[src/rtl/series_pkg.sv]
// -----------------------------------------------------------------------------
// series_pkg
// Shared types and constants for the series evaluator (series_ctrl).
//   state_e    : controller state encoding
//   X_W        : operand width (unsigned Q0.8)
//   TERM_W     : term / result width (unsigned Q1.15)
//   ACC_W      : accumulator width (signed, two guard bits above Q1.15)
//   ONE_Q15    : 1.0 in Q1.15
//   sat_result : clamp a signed accumulator value into the 16-bit result range
// -----------------------------------------------------------------------------
package series_pkg;

  localparam int X_W    = 8;
  localparam int TERM_W = 16;
  localparam int ACC_W  = 18;

  localparam logic [TERM_W-1:0] ONE_Q15 = 16'h8000;

  localparam logic signed [ACC_W-1:0] ACC_ONE = 18'sh08000;
  localparam logic signed [ACC_W-1:0] ACC_MAX = 18'sh1FFFF;
  localparam logic signed [ACC_W-1:0] ACC_MIN = 18'sh20000;

  typedef enum logic [2:0] {
    IDLE,
    SQUARE,
    STEP_A,
    STEP_B,
    FINISH
  } state_e;

  // Negative clamps to 0, anything at or above 2.0 clamps to 0xFFFF.
  function automatic logic [TERM_W-1:0] sat_result(input logic signed [ACC_W-1:0] acc);
    logic [TERM_W-1:0] r;
    if (acc[ACC_W-1]) begin
      r = '0;
    end else if (acc[ACC_W-2:TERM_W] != '0) begin
      r = '1;
    end else begin
      r = acc[TERM_W-1:0];
    end
    return r;
  endfunction

endpackage

[src/rtl/series_mul.sv]
// -----------------------------------------------------------------------------
// series_mul
// Truncating unsigned 16x8 multiply, result = (a * b) >> 8, 16 bits.
//   a_i : 16-bit unsigned multiplicand
//   b_i : 8-bit unsigned multiplier (Q0.8)
//   p_o : bits [23:8] of the full product
// Purely combinational; shared by the squaring and both term-update steps.
// -----------------------------------------------------------------------------
module series_mul
  import series_pkg::*;
(
  input  logic [TERM_W-1:0] a_i,
  input  logic [X_W-1:0]    b_i,
  output logic [TERM_W-1:0] p_o
);

  logic [TERM_W+X_W-1:0] prod;

  assign prod = {{X_W{1'b0}}, a_i} * {{TERM_W{1'b0}}, b_i};
  assign p_o  = prod[TERM_W+X_W-1:X_W];

endmodule

[src/rtl/series_ctrl.sv]
// -----------------------------------------------------------------------------
// series_ctrl
// Evaluates acc = 1 + sum(t_k), t_k = t_(k-1) * x^2 * c_k, over TERMS terms,
// with the coefficients c_k read from an external combinational ROM.
//
// Ports
//   clk      : system clock, rising edge
//   rst_n    : asynchronous active-low reset
//   start    : evaluation request, sampled only in IDLE
//   x_in     : operand x, unsigned Q0.8, captured on accepted start
//   lut_adr  : coefficient ROM address (0 outside STEP_A/STEP_B)
//   lut_data : coefficient for lut_adr, unsigned Q0.8
//   busy     : high from the start-accept edge until done
//   done     : one-cycle result-valid pulse
//   result   : saturated sum, unsigned Q1.15, held until the next done
//
// Build option
//   SERIES_ALT_SIGN_EN : when defined, term k is subtracted for even k and
//                        added for odd k (1 - t1 + t2 - ...); otherwise every
//                        term is added.
//
// state  | meaning
// -------+-------------------------------------------------------------
// IDLE   | waiting for start; accepting captures x and seeds term/acc
// SQUARE | x2 = (x*x) >> 8
// STEP_A | lut_adr = k, p = (term*x2) >> 8
// STEP_B | lut_adr = k, term = (p*lut_data) >> 8, acc updated, k advances
// FINISH | result loaded (saturated), done pulses on the following cycle
// -----------------------------------------------------------------------------
module series_ctrl
  import series_pkg::*;
#(
  parameter int TERMS = 8
) (
  input  logic              clk,
  input  logic              rst_n,
  input  logic              start,
  input  logic [X_W-1:0]    x_in,
  output logic [2:0]        lut_adr,
  input  logic [X_W-1:0]    lut_data,
  output logic              busy,
  output logic              done,
  output logic [TERM_W-1:0] result
);

  localparam logic [2:0] K_LAST = 3'(TERMS - 1);

  state_e                   state_q, state_d;
  logic [X_W-1:0]           x_q, x_d;
  logic [X_W-1:0]           x2_q, x2_d;
  logic [TERM_W-1:0]        term_q, term_d;
  logic [TERM_W-1:0]        p_q, p_d;
  logic signed [ACC_W-1:0]  acc_q, acc_d;
  logic [2:0]               k_q, k_d;
  logic [TERM_W-1:0]        result_q, result_d;
  logic                     done_q, done_d;

  logic [TERM_W-1:0]        mul_a;
  logic [X_W-1:0]           mul_b;
  logic [TERM_W-1:0]        mul_p;

  logic                     acc_sub;
  logic [ACC_W:0]           acc_ext;
  logic [ACC_W:0]           term_ext;
  logic [ACC_W:0]           acc_sum;
  logic signed [ACC_W-1:0]  acc_next;

  // One multiplier, operands steered by state.
  always_comb begin
    mul_a = '0;
    mul_b = '0;
    case (state_q)
      SQUARE: begin
        mul_a = {{(TERM_W-X_W){1'b0}}, x_q};
        mul_b = x_q;
      end
      STEP_A: begin
        mul_a = term_q;
        mul_b = x2_q;
      end
      STEP_B: begin
        mul_a = p_q;
        mul_b = lut_data;
      end
      default: begin
        mul_a = '0;
        mul_b = '0;
      end
    endcase
  end

  series_mul u_mul (
    .a_i (mul_a),
    .b_i (mul_b),
    .p_o (mul_p)
  );

`ifdef SERIES_ALT_SIGN_EN
  assign acc_sub = ~k_q[0];
`else
  assign acc_sub = 1'b0;
`endif

  // Accumulate in one extra bit and clamp to the 18-bit signed range so a
  // long run of large terms cannot wrap and defeat the output saturation.
  assign acc_ext  = {acc_q[ACC_W-1], acc_q};
  assign term_ext = {{(ACC_W+1-TERM_W){1'b0}}, mul_p};
  assign acc_sum  = acc_sub ? (acc_ext - term_ext) : (acc_ext + term_ext);

  always_comb begin
    acc_next = acc_sum[ACC_W-1:0];
    if (acc_sum[ACC_W] != acc_sum[ACC_W-1]) begin
      acc_next = acc_sum[ACC_W] ? ACC_MIN : ACC_MAX;
    end
  end

  always_ff @(posedge clk or negedge rst_n) begin
    if (!rst_n) begin
      state_q  <= IDLE;
      x_q      <= '0;
      x2_q     <= '0;
      term_q   <= '0;
      p_q      <= '0;
      acc_q    <= '0;
      k_q      <= '0;
      result_q <= '0;
      done_q   <= 1'b0;
    end else begin
      state_q  <= state_d;
      x_q      <= x_d;
      x2_q     <= x2_d;
      term_q   <= term_d;
      p_q      <= p_d;
      acc_q    <= acc_d;
      k_q      <= k_d;
      result_q <= result_d;
      done_q   <= done_d;
    end
  end

  always_comb begin
    state_d  = state_q;
    x_d      = x_q;
    x2_d     = x2_q;
    term_d   = term_q;
    p_d      = p_q;
    acc_d    = acc_q;
    k_d      = k_q;
    result_d = result_q;
    done_d   = 1'b0;

    case (state_q)
      IDLE: begin
        if (start) begin
          state_d = SQUARE;
          x_d     = x_in;
          term_d  = ONE_Q15;
          acc_d   = ACC_ONE;
          k_d     = '0;
        end
      end
      SQUARE: begin
        // (x*x)>>8 never exceeds 0xFE, so the low byte holds it exactly.
        x2_d    = mul_p[X_W-1:0];
        state_d = STEP_A;
      end
      STEP_A: begin
        p_d     = mul_p;
        state_d = STEP_B;
      end
      STEP_B: begin
        term_d = mul_p;
        acc_d  = acc_next;
        if (k_q == K_LAST) begin
          state_d = FINISH;
        end else begin
          k_d     = k_q + 3'd1;
          state_d = STEP_A;
        end
      end
      FINISH: begin
        result_d = sat_result(acc_q);
        done_d   = 1'b1;
        state_d  = IDLE;
      end
      default: begin
        state_d = IDLE;
      end
    endcase
  end

  assign busy    = (state_q != IDLE);
  assign done    = done_q;
  assign result  = result_q;
  assign lut_adr = (state_q == STEP_A || state_q == STEP_B) ? k_q : 3'd0;

endmodule

[config.mk]
export PLATFORM = sky130hd
export DESIGN_NAME = series_ctrl
export DESIGN_NICKNAME = d
export VERILOG_FILES = /design/src/rtl/series_pkg.sv /design/src/rtl/series_mul.sv /design/src/rtl/series_ctrl.sv
export SDC_FILE = /design/constraint.sdc
export NUM_CORES = 1
export LEC_CHECK = 0
export ABC_AREA = 1
export CORE_UTILIZATION = 60
export CTS_CLUSTER_DIAMETER = 200
export CTS_CLUSTER_SIZE = 30
export DETAILED_ROUTE_END_ITERATION = 8
export PLACE_DENSITY = 0.89
export RECOVER_POWER = 50
export SKIP_LAST_GASP = 1
export SYNTH_ARGS = -nofsm -noshare
export SYNTH_HDL_FRONTEND = slang
export SYNTH_SLANG_ARGS = --single-unit
[constraint.sdc]
create_clock -name clk -period 13 [get_ports clk]
set_clock_uncertainty 0.1 [all_clocks]
set_input_delay 3.9 -clock clk [delete_from_list [all_inputs] [get_ports clk]]
set_output_delay 3.9 -clock clk [all_outputs]
set_load 0.05 [all_outputs]
; ---- After elaboration in Yosys (flattened, before gate mapping)
; Index checks and enable logic that the tools add are counted.
[classes]
bitwise = 0
div = 0
add_sub_neg = 2
n_mul = 1
reduce_logical = 7
n_shift = 0
order_cmp = 0
n_eq_ne = 8
mux = 18
[ops]
columns = cell, n
row1 = 18-bit 2-to-1 mux, 3
row2 = 16-bit 2-to-1 mux, 3
row3 = 16-bit one-hot mux with 3 select lines, 1
row4 = 18-bit one-hot mux with 2 select lines, 1
row5 = 16-bit one-hot mux with 2 select lines, 1
row6 = 16-bit by 8-bit multiplier with 24-bit output, 1
row7 = 8-bit one-hot mux with 3 select lines, 1
row8 = 18-bit by 17-bit adder with 19-bit output, 1
row9 = 3-bit 2-to-1 mux, 5
row10 = 3-bit one-hot mux with 4 select lines, 1
row11 = 3-bit by 2-bit == test with 1-bit output (second input constant), 2
row12 = 3-bit == test (second input constant), 2
row13 = 3-bit one-hot mux with 2 select lines, 1
row14 = 2-bit != test (second input constant), 2
row15 = 2-bit AND reduction, 2
row16 = 3-bit by 1-bit adder with 3-bit output (second input constant), 1
row17 = 3-bit by 1-bit == test with 1-bit output (second input constant), 1
row18 = 3-bit logical NOT, 1
row19 = 3-bit AND reduction, 1
row20 = 3-bit nonzero test, 1
row21 = 2-bit nonzero test, 1
row22 = 1-bit logical OR, 1
row23 = 1-bit 2-to-1 mux, 1
row24 = 1-bit != test, 1
[totals]
out_inout_bits = 21
ram_bits = 0
word_cells = 45
latchBits = 0
mem_count = 0
mem_bits_ro = 0
ff_bits = 89

; ---- Longest topological paths before layout
; Gate-level depths: netlist (run 1).
[depth]
ltp_word = 7
mapped_depth = 42
ltp_nobuf = 39

; ---- By module
; A second synthesis (run 1) with hierarchy kept.
[unflattened]
cells_unflattened = 1276
hier_area_um2 = 9342.7
[by_module_without_submodules]
columns = mod, instances, area_per_inst_um2, cells_each, seq_area_each_um2
row1 = series_ctrl, 1, 4952.2, 619, 2227.1
row2 = series_mul, 1, 4390.5, 657, 0.0

; ---- Worst setup path before layout (run 1)
; No wires, ideal clock.
[synth_timing]
path_type = in2reg
start = input port lut_data[6]
end = register acc_q[10]
path_slack_ns = 3.255
n_path_buf = 2
t_arrival_ns = 9.526
setup_ns = 0.118
cell_stages = 29
cell_sequence = nand2_1 > o211ai_1 > clkbuf_1 > nand2_1 > inv_1 > fa_1 > inv_1 > fa_1 > inv_1 > fa_1 > inv_1 > fa_1 > inv_1 > ha_1 > a21oi_1 > o21ai_0 > a221oi_1 > nand3_1 > and2_1 > ha_1 > nand2_1 > nor2_1 > nand2_1 > o311ai_2 > nand2_1 > nand2_1 > buf_2 > a21oi_1 > a21o_1
[synth_via]
elab_chain_len = 6
elab_cells_between_ends = 7
cone_classes = add/sub (1) / mul (1) / eq/ne (1) / mux (4)
[synth_lines]
columns = element, line
row1 = from (decl), series_ctrl.sv:40  ; input logic [X_W-1:0] lut_data,
row2 = 8-bit one-hot mux with 3 select lines *, series_ctrl.sv:72  ; case (state_q)
row3 = 16-bit by 8-bit multiplier with 24-bit output *, series_mul.sv:19  ; assign prod = {{X_W{1'b0}}, a_i} * {{TERM_W{1'b0}}, b_i};
row4 = named net mul_p[14], series_ctrl.sv:60  ; logic [TERM_W-1:0] mul_p;
row5 = 18-bit by 17-bit adder with 19-bit output *, series_ctrl.sv:108  ; assign acc_sum = acc_sub ? (acc_ext - term_ext) : (acc_ext + term_ext);
row6 = 18-bit 2-to-1 mux / 1-bit != test (equally long branches), "series_ctrl.sv:113, series_ctrl.sv:112"
row7 = 18-bit 2-to-1 mux *, series_ctrl.sv:112  ; if (acc_sum[ACC_W] != acc_sum[ACC_W-1]) begin
row8 = 18-bit one-hot mux with 2 select lines *, series_ctrl.sv:152  ; case (state_q)
row9 = to (signal assigned), series_ctrl.sv:124  ; acc_q <= '0;
row10 = to (signal assigned), series_ctrl.sv:134  ; acc_q <= acc_d;
row11 = to (decl), series_ctrl.sv:53  ; logic signed [ACC_W-1:0] acc_q, acc_d;
; Mark *: on every way through the listed nets, which the timed path passes. The rest lies on a longest branch.
; A chain may end at the register's enable or synchronous reset.

; ---- Worst setup path in the final report (run 1)
[layout_timing]
start = input port lut_data[5]
end = register acc_q[12]
; Same word-level chain as after synthesis.

==> metrics, run 1 <==
register area 2230 um2; clk sink count 89; num rows between 40 and 50; setup violators final 0; FF-to-FF End acc_q[12]; Setup crit end kind register; Die Height 124 um; Slew @ Worst Pin roughly 3.4 ns; Worst EP required roughly 13 ns; status finished with violations; residual DRC count 0; DP HPWL ~17 mm; Leakage Power 5.72 nW; share of flip-flops with an asynchronous set or reset 100%; root buf cell clkbuf_16; RSZ-0062 raised after global routing no; RD Place Congestion 0.933; vias in the first global route approximately 8000; EDFF count, synth 0; Die Wd 124 um; CTS clk-pin slew, worst paths ~0.060 ns; first-pass GRT wire length 37.6 mm; slowest cell on the critical path nand3_1; Top Metal Used met4; worst rel slew slack -125%; Critical Path Max Stage Delay between 0.6 and 0.7 ns; Area Growth Syn to Fin 9.64%; share of cells above drive strength 1 4.48%; Hold Fails Final Rpt 0; htree depth 3; sequential share of the synthesized area approximately a quarter; WHS around 0.38 ns; post-synth top area cell dfrtp_1; gr ovfl total 0; Core Util, Final 67.5%; worst setup path class in -> reg; initial antenna violation count 0; Setup WS pre-CTS 1.65 ns; final slew viol count ~100; CP arrival 11.29 ns; Critical path buffers and inverters 7; worst setup margin 1.84 ns; commonest cells in the netlist nand2_1 (319), inv_1 (260), dfrtp_1 (89); met1 WL between 9 and 10 mm; Vias 7777; DR WL met3 approximately 1.5 mm; port bufs 39; core area ~15000 um2; ys flop type dfrtp_1; Global Route Usage Sum 29.9%; worst reg2reg path depth 30; Worst-Skew Late Latency approximately 0.34 ns; CTS Hold Bufs 0; Pre-antenna DRT Iters 5; reg2reg start state_q[1]; met2 wire length between 10 and 15 mm; post-CTS resize count 0; fin crit share 85.9%; critical hold path startpoint p_q[11]; TNS Setup 0 ns; # IOs 40; Worst Hold Path EP p_q[11]; FF+latch count, synth 89; Max Cap Violations 2; # fillers 1189; total die area 15500 um2; largest net degree at the start of global routing 65; mean post-synth cell area 7.66 um2; DR vias/cell 5.59; most frequent cell after synthesis nand2_1; post-CTS setup buffer count 0; crit-path leading delay family adder cells; clock buffer depth 2; Final min period 11.16 ns; footprint of the multi-input gates 5620 um2; final net count 1364; ranking of synthesized cells by area dfrtp_1 (25%), fa_1 (19%), nand2_1 (13%); Synth top area share 24.8%; CP startpoint kind input pin; Mapped Cells 1172; DR WL/cell 15.6 um; Max Fclk 89.6 MHz; initial core utilization between 60 and 70%; WHS Path Cells 2; TritonCTS clock tree built; CTS Buf Count 9; post-route ant nets 0; Pwr per Cell Area 200 nW/um2; post-synth net total approximately 1300; flop-to-flop setup slack 2.71 ns; Routed WL between 20 and 25 mm; drt initial violations 741; Power, Total 1.97 mW; violated checks max-capacitance violations, max-slew violations; n_diodes 0; distinct cell type count after synthesis 46; Ys Warns 0; VDD IR max 0.111 mV; Synth Cell Area 8980 um2; CP Max Fanout 16; type of the most critical hold path reg -> reg
## flip-flops by register name (all words and copies together) (netlist names)
signal,count
state_q,3
done,1
x2_q,8
result,16
k_q,3
term_q,16
p_q,16
x_q,8
acc_q,18
## metal layers
layer	up-vias	GRT usage (%)
li1	3673	-
met1	3681	38.9
met5	-	0
met3	64	4.90
met2	359	50.2
met4	0	11.0
## where the power goes
part           switching [mW]  internal [mW]  leakage [nW]  total [mW]
Clock                   0.108          0.166         0.152       0.273
Sequential             0.0659          0.366          1.19       0.432
Combinational           0.862          0.406          4.37        1.27
Total                    1.04          0.937          5.72        1.97
## area by class of cell
cell class	count	share of cell area [%]
clock buffers	13	2.75
clock inverters	3	0.470
well taps	184	2.34
flip-flops and latches	89	22.6
multi-input cells	785	57.0
repair buffers	49	4.59
inverters	267	10.2
## tightest hold or removal path: cells and delay by family (launching register included)
kind | cells | cell delay [ns]
flip-flops | 1 | 0.34
AND/OR/NAND/NOR | 2 | 0.11
## worst max-delay path by stage
stage	cells past startpoint	slack, ns	startpoint	to
floorplan	29	3.26	lut_data[6]	acc_q[10]
finish	29	1.84	lut_data[5]	acc_q[12]
CTS	28	1.98	lut_data[6]	acc_q[16]
global route	31	1.29	lut_data[5]	acc_q[12]
detailed placement	29	1.65	lut_data[6]	acc_q[16]
global placement	29	1.77	lut_data[6]	acc_q[16]
## cells in the final DEF, fill, tap and decap left out, drive strengths merged, types with 13 or more instances in the layout
| master | instances |
|---|---|
| a21oi | 53 |
| clkbuf | 17 |
| a21o | 13 |
| xor2 | 17 |
| nand3 | 35 |
| ha | 60 |
| o21ai | 76 |
| dfrtp | 89 |
| o211ai | 25 |
| fa | 84 |
| clkdlybuf4s50 | 37 |
| nor2 | 40 |
| nand2 | 323 |
| inv | 266 |
## cells by family (layout without fill, tap and decap cells)
group                    Yosys count  after routing  synth area share, %
AND/OR/NAND/NOR                  424            424                 19.3
buffers and inverters            298            332                 12.7
AO/OA/AOI/OAI                    192            192                 13.1
adder cells (fa/ha/maj)          144            144                 27.1
flip-flops                        89             89                 24.8
XOR/XNOR                          25             25                 3.02
## metrics by stage
stage	instances	area [um2]
final	1390	9840
after global routing	1390	9840
after CTS	1388	9840
after detailed placement	1372	9530
after global placement	1372	9530
after floorplan	1172	8980
Note: power is estimated with default switching activity, not from simulation.
==> inputs of run 2 (changes only) <==
--- a/config.mk
+++ b/config.mk
@@ -7,7 +7,6 @@
 export LEC_CHECK = 0
 export ABC_AREA = 1
 export CORE_UTILIZATION = 60
-export CTS_CLUSTER_DIAMETER = 200
 export CTS_CLUSTER_SIZE = 30
 export DETAILED_ROUTE_END_ITERATION = 8
 export PLACE_DENSITY = 0.89
==> results of run 2 <==
The final DEF is identical to that of run 1; final timing and power are the same.
==> inputs of run 3 (changes only) <==
--- a/config.mk
+++ b/config.mk
@@ -12,6 +12,7 @@
 export PLACE_DENSITY = 0.89
 export RECOVER_POWER = 50
 export SKIP_LAST_GASP = 1
+export SLEW_MARGIN = 20
 export SYNTH_ARGS = -nofsm -noshare
 export SYNTH_HDL_FRONTEND = slang
 export SYNTH_SLANG_ARGS = --single-unit
==> run 3 against run 2 <==
Net effect:
- the flow still finishes with violations (max-capacitance violations, max-slew violations)
- global-route usage fell by 0.38 points
- setup slack worse by 0.018 ns
- sequential share of layout area grew 0.13 points
- sequential power about the same
- largest power group unchanged
- highest routed layer unchanged
==> metrics, run 3 (synthesized netlist as in run 1, its figures left out) <==
share of cells above drive strength 1 4.32% (was 4.48%); drt initial violations 632 (was 741); CTS clk-pin slew, worst paths 0.06 ns (about the same); worst rel slew slack -128% (was -125%); DP HPWL 16.6 mm (about the same); fin crit share 86.0% (was 85.9%); Pwr per Cell Area 198 nW/um2 (was 200 nW/um2); first-pass GRT wire length 37.1 mm (was 37.6 mm); Post-DP Area 9540 um2 (was 9530 um2); setup violators final 0 (unchanged); Final min period 11.18 ns (was 11.16 ns); vias in the first global route 7847 (was 7943); type of the most critical hold path reg -> reg (unchanged); Worst-Skew Late Latency 0.34 ns (about the same); largest net degree at the start of global routing 65 (unchanged); CTS Buf Count 9 (unchanged); Hold Fails Final Rpt 0 (unchanged); status finished with violations (unchanged); TNS Setup 0 ns (unchanged); Vias 7731 (was 7777); Core Util, Final 67.1% (was 67.5%); core area 14600 um2 (unchanged); initial core utilization 61.5% (unchanged); Die Wd 124 um (unchanged); Max Cap Violations 2 (unchanged); post-route cell area 9790 um2 (was 9840 um2); worst setup path class in -> reg (unchanged); Area Growth Syn to Fin 9.02% (was 9.64%); crit-path leading delay family adder cells (unchanged); post-route ant nets 0 (unchanged); Slew @ Worst Pin 3.42 ns (was 3.38 ns); CP startpoint kind input pin (unchanged); # fillers 1210 (was 1189); DR vias/cell 5.57 (was 5.59); Routed WL 21.6 mm (was 21.7 mm); most common cell after layout, fill and taps aside nand2_1 (unchanged); post-CTS resize count 0 (unchanged); DR WL/cell 15.5 um (was 15.6 um); final slew viol count 99 (unchanged); Die Height 124 um (unchanged); Global Route Usage Sum 29.5% (was 29.9%); RD Place Congestion 0.933 (unchanged); CTS Hold Bufs 0 (unchanged); CP arrival 11.30 ns (was 11.29 ns); Setup crit end kind register (unchanged); Max Fclk 89.4 MHz (was 89.6 MHz); num rows 44 (unchanged); Critical path buffers and inverters 7 (unchanged); clock buffer depth 2 (unchanged); final net count 1364 (unchanged); Power, Total 1.93 mW (was 1.97 mW); # IOs 40 (unchanged); CP Max Fanout 16 (unchanged); violated checks max-capacitance violations, max-slew violations (unchanged); Leakage Power 5.69 nW (was 5.72 nW); RSZ-0062 raised after global routing no (unchanged); TritonCTS clock tree built (unchanged); root buf cell clkbuf_16 (unchanged); gr ovfl total 0 (unchanged); commonest cells after routing, fill and taps aside nand2_1 (319), inv_1 (261), dfrtp_1 (89), fa_1 (84), ha_1 (60) (unchanged); total die area 15500 um2 (unchanged); port bufs 39 (unchanged); n_diodes 0 (unchanged); max reg flops 18 (unchanged); post-CTS setup buffer count 0 (unchanged); Worst EP required 13.12 ns (was 13.13 ns); Pre-antenna DRT Iters 5 (unchanged); initial antenna violation count 0 (unchanged); clk sink count 89 (unchanged); residual DRC count 0 (unchanged); VDD IR max 0.112 mV (was 0.111 mV); Critical Path Max Stage Delay 0.60 ns (was 0.63 ns); largest register by flop count acc_q (unchanged); htree depth 3 (unchanged); slowest cell on the critical path nand3_1 (unchanged)
-- run 3: worst min-delay path, stage by stage (launching register included) --
cell	delay [ns]
dfrtp_1	0.34
nand2_1	0.05
nand2_1	0.05
-- run 3: per-stage QoR --
| step | hold slack, ns | instances | worst slack, ns |
|---|---|---|---|
| final | 0.382 | 1389 | 1.82 |
| after global placement | 0.363 | 1372 | 1.77 |
| after floorplan | 0.349 | 1172 | 3.26 |
| after global routing | 0.406 | 1389 | 1.36 |
| after CTS | 0.383 | 1389 | 2.00 |
| after detailed placement | 0.366 | 1374 | 1.70 |
-- run 3: area by class of cell --
class	instances	area, um2	share of cell area (%)
Clock inverter	3	17.5	0.179
Timing Repair Buffer	49	448	4.58
Clock buffer	12	246	2.52
Sequential cell	89	2230	22.8
Inverter	267	1000	10.2
Multi-Input combinational cell	785	5620	57.4
Tap cell	184	230	2.35
-- run 3: path summary, 6_finish.rpt --
| path | start | end | slack (ns) | cells after the start |
|---|---|---|---|---|
| hold / removal | p_q[11] | p_q[11] | 0.38 | 2 |
| max in group asynchronous | rst_n | p_q[3] | 5.10 | 2 |
| min in group asynchronous | rst_n | result[14] | 3.80 | 1 |
| setup / recovery | lut_data[5] | acc_q[12] | 1.82 | 30 |
| hold reg to reg | p_q[11] | p_q[11] | 0.38 | 2 |
| setup reg to reg | state_q[1] | acc_q[12] | 2.63 | 31 |
-- run 3: report_power, final --
part	switching [mW]	total [mW]	internal [mW]	leakage, nW
combinational	0.861	1.27	0.405	4.37
clock	0.104	0.237	0.133	0.128
sequential	0.0654	0.431	0.366	1.19
total	1.03	1.93	0.903	5.69
-- run 3: per-layer routing --
metal	routed length [um]	global-route usage, %
met1	9260	39.6
met2	10600	49.8
met3	1190	3.61
met4	534	9.43
met5	0	0
